===== config.mk =====
export PLATFORM = sky130hd
export DESIGN_NAME = mips_mc_ctrl
export DESIGN_NICKNAME = d
export VERILOG_FILES = /design/src/rtl/mips_mc_pkg.sv /design/src/rtl/mips_mc_aludec.sv /design/src/rtl/mips_mc_ctrl.sv
export SDC_FILE = /design/constraint.sdc
export NUM_CORES = 1
export LEC_CHECK = 0
export ABC_AREA = 1
export CAP_MARGIN = 15
export CORE_AREA = 2 2 72 74
export CTS_CLUSTER_DIAMETER = 200
export CTS_CLUSTER_SIZE = 12
export DETAILED_ROUTE_END_ITERATION = 16
export DIE_AREA = 0 0 74 76
export GPL_ROUTABILITY_DRIVEN = 1
export PLACE_DENSITY = 0.87
export SYNTH_ARGS = -nofsm -noshare
export SYNTH_HDL_FRONTEND = slang
export SYNTH_HIERARCHICAL = 1
export SYNTH_SLANG_ARGS = --single-unit

===== constraint.sdc =====
create_clock -name CLK -period 1.7 [get_ports CLK]
set_clock_uncertainty 0.15 [all_clocks]
set_input_delay 0.17 -clock CLK [delete_from_list [all_inputs] [get_ports CLK]]
set_output_delay 0.17 -clock CLK [all_outputs]
set_load 0.05 [all_outputs]

===== src/rtl/mips_mc_pkg.sv =====
// rtl/mips_mc_pkg.sv - opcode/funct constants, ALUOp codes and FSM encodings for mips_mc_ctrl
package mips_mc_pkg;

  localparam logic [5:0] OP_RTYPE = 6'h00;
  localparam logic [5:0] OP_J     = 6'h02;
  localparam logic [5:0] OP_BEQ   = 6'h04;
  localparam logic [5:0] OP_BNE   = 6'h05;
  localparam logic [5:0] OP_ADDI  = 6'h08;
  localparam logic [5:0] OP_ADDIU = 6'h09;
  localparam logic [5:0] OP_SLTI  = 6'h0A;
  localparam logic [5:0] OP_ANDI  = 6'h0C;
  localparam logic [5:0] OP_ORI   = 6'h0D;
  localparam logic [5:0] OP_LUI   = 6'h0F;
  localparam logic [5:0] OP_LW    = 6'h23;
  localparam logic [5:0] OP_SW    = 6'h2B;

  localparam logic [5:0] FN_SLL  = 6'h00;
  localparam logic [5:0] FN_SRL  = 6'h02;
  localparam logic [5:0] FN_SRA  = 6'h03;
  localparam logic [5:0] FN_ADD  = 6'h20;
  localparam logic [5:0] FN_ADDU = 6'h21;
  localparam logic [5:0] FN_SUB  = 6'h22;
  localparam logic [5:0] FN_SUBU = 6'h23;
  localparam logic [5:0] FN_AND  = 6'h24;
  localparam logic [5:0] FN_OR   = 6'h25;
  localparam logic [5:0] FN_XOR  = 6'h26;
  localparam logic [5:0] FN_NOR  = 6'h27;
  localparam logic [5:0] FN_SLT  = 6'h2A;
  localparam logic [5:0] FN_SLTU = 6'h2B;

  // ADD is code 0 so that idle/reset ALUOp and the fetch increment share one value
  typedef enum logic [4:0] {
    ALU_ADD  = 5'd0,
    ALU_SUB  = 5'd1,
    ALU_AND  = 5'd2,
    ALU_OR   = 5'd3,
    ALU_XOR  = 5'd4,
    ALU_NOR  = 5'd5,
    ALU_SLT  = 5'd6,
    ALU_SLTU = 5'd7,
    ALU_SLL  = 5'd8,
    ALU_SRL  = 5'd9,
    ALU_SRA  = 5'd10,
    ALU_LUI  = 5'd11,
    ALU_ADDU = 5'd12,
    ALU_SUBU = 5'd13
  } aluop_e;

  typedef enum logic [3:0] {
    S_IF   = 4'd0,
    S_ID   = 4'd1,
    S_EXR  = 4'd2,
    S_EXI  = 4'd3,
    S_WBR  = 4'd4,
    S_WBI  = 4'd5,
    S_MA   = 4'd6,
    S_MRD  = 4'd7,
    S_MWB  = 4'd8,
    S_MWR  = 4'd9,
    S_BR   = 4'd10,
    S_JMP  = 4'd11,
    S_TRAP = 4'd12
  } state_e;

  typedef enum logic [1:0] {
    PCSRC_ALU    = 2'd0,
    PCSRC_ALUOUT = 2'd1,
    PCSRC_JUMP   = 2'd2
  } pcsrc_e;

  typedef enum logic [1:0] {
    SRCB_RT      = 2'd0,
    SRCB_FOUR    = 2'd1,
    SRCB_IMM     = 2'd2,
    SRCB_IMM_SH2 = 2'd3
  } srcb_e;

  function automatic logic op_zero_ext(input logic [5:0] op);
    return (op == OP_ANDI) || (op == OP_ORI) || (op == OP_LUI);
  endfunction

endpackage


===== src/rtl/mips_mc_aludec.sv =====
// rtl/mips_mc_aludec.sv - combinational Op/Funct to ALUOp decode with legal flag
module mips_mc_aludec
  import mips_mc_pkg::*;
(
  input  logic [5:0] op,
  input  logic [5:0] funct,
  output logic [4:0] alu_op,
  output logic       legal
);

  always_comb begin
    alu_op = ALU_ADD;
    legal  = 1'b1;
    if (op == OP_RTYPE) begin
      case (funct)
        FN_SLL:  alu_op = ALU_SLL;
        FN_SRL:  alu_op = ALU_SRL;
        FN_SRA:  alu_op = ALU_SRA;
        FN_ADD:  alu_op = ALU_ADD;
        FN_ADDU: alu_op = ALU_ADDU;
        FN_SUB:  alu_op = ALU_SUB;
        FN_SUBU: alu_op = ALU_SUBU;
        FN_AND:  alu_op = ALU_AND;
        FN_OR:   alu_op = ALU_OR;
        FN_XOR:  alu_op = ALU_XOR;
        FN_NOR:  alu_op = ALU_NOR;
        FN_SLT:  alu_op = ALU_SLT;
        FN_SLTU: alu_op = ALU_SLTU;
        default: legal  = 1'b0;
      endcase
    end else begin
      case (op)
        OP_ADDI:        alu_op = ALU_ADD;
        OP_ADDIU:       alu_op = ALU_ADDU;
        OP_SLTI:        alu_op = ALU_SLT;
        OP_ANDI:        alu_op = ALU_AND;
        OP_ORI:         alu_op = ALU_OR;
        OP_LUI:         alu_op = ALU_LUI;
        OP_LW, OP_SW:   alu_op = ALU_ADD;
        OP_BEQ, OP_BNE: alu_op = ALU_SUB;
        default:        legal  = 1'b0;
      endcase
    end
  end

endmodule


===== src/rtl/mips_mc_ctrl.sv =====
// rtl/mips_mc_ctrl.sv - multi-cycle MIPS control FSM with memory handshake and timeout trap
// Optional performance counters are built when MC_CTRL_PERF_EN is defined.
module mips_mc_ctrl
  import mips_mc_pkg::*;
#(
  parameter int ALUOP_W     = 5,
  parameter int MEM_TIMEOUT = 16,
  parameter int STATE_W     = 4
) (
  input  logic               CLK,
  input  logic               RST,
  input  logic [5:0]         Op,
  input  logic [5:0]         Funct,
  input  logic               ALUZero,
  input  logic               MemReady,
  output logic               MemReq,
  output logic               MemWE,
  output logic               IorD,
  output logic               IRWrite,
  output logic               PCWrite,
  output logic [1:0]         PCSrc,
  output logic               RegWrite,
  output logic               RegDst,
  output logic               Mem2Reg,
  output logic               ALUSrcA,
  output logic [1:0]         ALUSrcB,
  output logic               ExtOp,
  output logic [ALUOP_W-1:0] ALUOp,
  output logic               BusErr,
  output logic [STATE_W-1:0] State,
  output logic [31:0]        CycleCount,
  output logic [31:0]        InstrRetired
);

  localparam int CNT_W = (MEM_TIMEOUT > 1) ? $clog2(MEM_TIMEOUT) : 1;
  localparam logic [CNT_W-1:0] TO_LAST = CNT_W'((MEM_TIMEOUT > 0) ? MEM_TIMEOUT - 1 : 0);

  state_e           state_q, state_d;
  logic [CNT_W-1:0] wait_q, wait_d;
  logic             to_expire;

  logic [4:0] dec_aluop;
  logic       dec_legal;

  logic       c_mem_req, c_mem_we, c_iord, c_ir_write, c_pc_write;
  logic [1:0] c_pc_src, c_srcb;
  logic       c_reg_write, c_reg_dst, c_mem2reg, c_srca, c_ext, c_bus_err;
  logic [4:0] c_alu_op;

  mips_mc_aludec u_aludec (
    .op     (Op),
    .funct  (Funct),
    .alu_op (dec_aluop),
    .legal  (dec_legal)
  );

  // The access being waited on is on its last allowed cycle; MemReady now still completes it
  assign to_expire = (MEM_TIMEOUT != 0) && (wait_q == TO_LAST);

  always_comb begin
    state_d     = state_q;
    c_mem_req   = 1'b0;
    c_mem_we    = 1'b0;
    c_iord      = 1'b0;
    c_ir_write  = 1'b0;
    c_pc_write  = 1'b0;
    c_pc_src    = PCSRC_ALU;
    c_reg_write = 1'b0;
    c_reg_dst   = 1'b0;
    c_mem2reg   = 1'b0;
    c_srca      = 1'b0;
    c_srcb      = SRCB_RT;
    c_ext       = 1'b0;
    c_alu_op    = ALU_ADD;
    c_bus_err   = 1'b0;

    case (state_q)
      S_IF: begin
        c_mem_req = 1'b1;
        c_srcb    = SRCB_FOUR;
        if (MemReady) begin
          c_ir_write = 1'b1;
          c_pc_write = 1'b1;
          state_d    = S_ID;
        end else if (to_expire) begin
          state_d = S_TRAP;
        end
      end
      S_ID: begin
        c_srcb = SRCB_IMM_SH2;
        c_ext  = 1'b1;
        case (Op)
          OP_RTYPE:       state_d = S_EXR;
          OP_LW, OP_SW:   state_d = S_MA;
          OP_BEQ, OP_BNE: state_d = S_BR;
          OP_J:           state_d = S_JMP;
          OP_ADDI, OP_ADDIU, OP_SLTI,
          OP_ANDI, OP_ORI, OP_LUI: state_d = S_EXI;
          default:        state_d = S_TRAP;
        endcase
      end
      S_EXR: begin
        c_srca   = 1'b1;
        c_srcb   = SRCB_RT;
        c_alu_op = dec_aluop;
        state_d  = dec_legal ? S_WBR : S_TRAP;
      end
      S_EXI: begin
        c_srca   = 1'b1;
        c_srcb   = SRCB_IMM;
        c_ext    = !op_zero_ext(Op);
        c_alu_op = dec_aluop;
        state_d  = S_WBI;
      end
      S_WBR: begin
        c_reg_write = 1'b1;
        c_reg_dst   = 1'b1;
        state_d     = S_IF;
      end
      S_WBI: begin
        c_reg_write = 1'b1;
        state_d     = S_IF;
      end
      S_MA: begin
        c_srca  = 1'b1;
        c_srcb  = SRCB_IMM;
        c_ext   = 1'b1;
        state_d = (Op == OP_SW) ? S_MWR : S_MRD;
      end
      S_MRD: begin
        c_mem_req = 1'b1;
        c_iord    = 1'b1;
        if (MemReady)       state_d = S_MWB;
        else if (to_expire) state_d = S_TRAP;
      end
      S_MWB: begin
        c_reg_write = 1'b1;
        c_mem2reg   = 1'b1;
        state_d     = S_IF;
      end
      S_MWR: begin
        c_mem_req = 1'b1;
        c_iord    = 1'b1;
        c_mem_we  = 1'b1;
        if (MemReady)       state_d = S_IF;
        else if (to_expire) state_d = S_TRAP;
      end
      S_BR: begin
        c_srca     = 1'b1;
        c_srcb     = SRCB_RT;
        c_alu_op   = ALU_SUB;
        c_pc_src   = PCSRC_ALUOUT;
        c_pc_write = (Op == OP_BEQ) ? ALUZero : !ALUZero;
        state_d    = S_IF;
      end
      S_JMP: begin
        c_pc_write = 1'b1;
        c_pc_src   = PCSRC_JUMP;
        state_d    = S_IF;
      end
      S_TRAP: begin
        c_bus_err = 1'b1;
      end
      default: state_d = S_TRAP;
    endcase

    wait_d = '0;
    if ((state_d == state_q) && c_mem_req && !MemReady) wait_d = wait_q + CNT_W'(1);
  end

  always_ff @(posedge CLK or negedge RST) begin
    if (!RST) begin
      state_q <= S_IF;
      wait_q  <= '0;
    end else begin
      state_q <= state_d;
      wait_q  <= wait_d;
    end
  end

  // Outputs are forced low while RST is held so an access in flight is dropped at once
  assign MemReq   = RST & c_mem_req;
  assign MemWE    = RST & c_mem_we;
  assign IorD     = RST & c_iord;
  assign IRWrite  = RST & c_ir_write;
  assign PCWrite  = RST & c_pc_write;
  assign PCSrc    = RST ? c_pc_src : 2'b00;
  assign RegWrite = RST & c_reg_write;
  assign RegDst   = RST & c_reg_dst;
  assign Mem2Reg  = RST & c_mem2reg;
  assign ALUSrcA  = RST & c_srca;
  assign ALUSrcB  = RST ? c_srcb : 2'b00;
  assign ExtOp    = RST & c_ext;
  assign ALUOp    = RST ? ALUOP_W'(c_alu_op) : '0;
  assign BusErr   = RST & c_bus_err;
  assign State    = STATE_W'(state_q);

`ifdef MC_CTRL_PERF_EN
  logic [31:0] cyc_q, cyc_d, ret_q, ret_d;
  logic        retire;

  always_comb begin
    retire = 1'b0;
    case (state_q)
      S_WBR, S_WBI, S_MWB, S_MWR, S_BR, S_JMP: retire = (state_d == S_IF);
      default:                                 retire = 1'b0;
    endcase
    cyc_d = cyc_q;
    ret_d = ret_q;
    if (state_q != S_TRAP) begin
      cyc_d = cyc_q + 32'd1;
      if (retire) ret_d = ret_q + 32'd1;
    end
  end

  always_ff @(posedge CLK or negedge RST) begin
    if (!RST) begin
      cyc_q <= '0;
      ret_q <= '0;
    end else begin
      cyc_q <= cyc_d;
      ret_q <= ret_d;
    end
  end

  assign CycleCount   = cyc_q;
  assign InstrRetired = ret_q;
`else
  assign CycleCount   = '0;
  assign InstrRetired = '0;
`endif

endmodule


==> metrics <==
RSZ-0062 raised after global routing=yes; CTS root buf=clkbuf_8; global-route wire length before repair=roughly 10000 microns; Worst Path Arrival=1.74 ns; vias in the first global route=2211; most common cell after layout, fill and taps aside=conb_1; post-synth top area share=26.6%; area of the multi-input gates=1620 sq um; routability cong.=about 0.87; Yosys top cell by area=buf_4; HPWL Detailed=approximately 4200 microns; ys flop type=dfrtp_1; max-cap violation count=0; Core Area=4910 sq um; sequential fraction of the synthesis area=between 10% and 20%; synthesized area=1830 sq um; Max VDD drop=0.461 mV; outcome=finished, violations left; clk sinks=8; area occupied by registers=213 sq um; crit-path max FO=4; Power, Total=3.27 mW; Period Utilization, post-route=121%; cells after synthesis=around 300; H-Tree Level Count=1; clk_lat worst skew=0.25 ns; ranking of synthesized cells by area=buf_4, nand2_1, dfrtp_1; average routed wire per standard cell=between 15 and 20 microns; Final Critical Period=2.06 ns; Fin Hold WS=0.107 ns; Layout Nets=428; Leakage=1.66 nW; post-route antenna net violation count=0; final slew viol count=0; share of layout cells above drive strength 1=a little under half; Buffers on Ports=38; # diodes=0; Post-synth EDFFs=0; FP Rows=26; clock transition at the registers of the reported paths=~0.050 ns; WS Path Type=reg -> out; Fillers=about 330; startpoint types=flip-flop; number of synthesized register bits=8; total grt overflow=0; number of distinct library cells after synthesis=37; Die Span X=between 70 and 80 microns; Initial Util=a little under two fifths; DR vias/cell=4.88; reg2reg path depth=11; Peak Freq=0.485 GHz; crit end category=primary output; Max Root-Sink Buffers=2; Syn Area/Cell=around 6.0 sq um; final setup fails=26; DRC Markers=0; Slew @ Worst Pin=0.935 ns; die area=5620 sq um; drt first-iter violations=245; min-delay worst type=in -> async; total number of vias=2342; Yosys warning count=6; GRT Total Usage=about 22%; PwrDens=982 nW/um^2; initial antenna violation count=0; largest net degree at the start of global routing=9; post-route setup slack=-0.361 ns; most frequent cells in the layout=conb_1, nand2_1, buf_4; Layout area overhead=81.7%; Die H=roughly 76 microns; DRT Wirelength=7310 microns; # IOs=104; Synth async-reset ratio=100%; Final Hold Viols=0; failing checks=setup timing; total CTS buffers=3; drt pass-1 iters=5; # hold bufs at CTS=0; Slew HR=about 37%; Critical Path RT=approximately 1.4 ns; CTS tree=built
area by class of cell:
cell class / count / area share (%)
inverters: 46 / 5.64
well taps: 70 / 2.63
flip-flops and latches: 8 / 6.39
clock buffers: 4 / 1.35
multi-input cells: 247 / 48.6
repair buffers: 105 / 35.4
critical path, stage by stage, from the launching register on:
cell,delay (ns)
dfrtp_4,0.50
buf_4,0.16
inv_4,0.07
nor2_4,0.06
nand3_4,0.09
inv_2,0.09
nor3_2,0.29
nor2_4,0.08
buf_8,0.16
where the power goes:
group	switching, mW	internal [mW]
logic	1.59	1.09
clock network	0.0988	0.165
registers	0.0832	0.249
total	1.77	1.50
what timing repair did:
action / 4_1_cts / 5_1_grt
resized for setup: 58 / 43
pin swaps: 27 / 19
setup buffers: 13 / 11
endpoints found under the setup margin: 23 / 27
hold endpoints to repair: 0 / 0
through the flow:
stage,utilization (%),std cells,worst slack (ns),area [sq um],setup TNS (ns)
final,67.8,480,-0.361,3330,-5.83
after global routing,67.8,480,-0.375,3330,-7.07
after CTS,62.8,471,-0.247,3080,-3.52
after detailed placement,57.2,455,-0.413,2810,-4.54
after global placement,57.2,455,-0.351,2810,-3.52
after floorplan,-,368,-0.129,2280,-0.443
final timing paths:
kind	endpoint	from	slack (ns)
setup / recovery	ExtOp	State[2]	-0.36
hold / removal	State[0]	RST	0.11
setup reg to reg	wait_q[1]	State[3]	-0.30
hold reg to reg	wait_q[0]	wait_q[0]	0.34
max in group asynchronous	State[2]	RST	0.95
min in group CLK	wait_q[0]	wait_q[0]	0.34
state kept, by name (all words and copies together), names as in the netlist:
signal / count
wait_q: 4
State: 4
layer usage:
metal | global-route usage [%] | routed length [microns]
met2 | 40.5 | 3960
met5 | 0 | 0
met1 | 21.9 | 2300
met3 | 3.31 | 654
met4 | 14.4 | 397
kinds of logic (layout without fill, tap and decap cells):
| logic type | Yosys count | count (layout) | synth area share (%) |
|---|---|---|---|
| AND/OR/NAND/NOR | 162 | 162 | 44.3 |
| buffers and inverters | 113 | 155 | 37.0 |
| AO/OA/AOI/OAI | 17 | 17 | 5.74 |
| flip-flops | 8 | 8 | 10.9 |
| other | 2 | 65 | 0.410 |
| XOR/XNOR | 2 | 2 | 0.956 |
| adder cells (fa/ha/maj) | 1 | 1 | 0.683 |
Yosys cell counts (all sizes together), types with 3 or more instances:
master,number
a21oi,7
o21ai,3
nand3,31
buf,66
nand2,68
dfrtp,8
nand4,6
nor3,4
inv,43
o211ai,3
clkinv,3
nor2,48
Note: power is estimated with default switching activity, not from simulation.
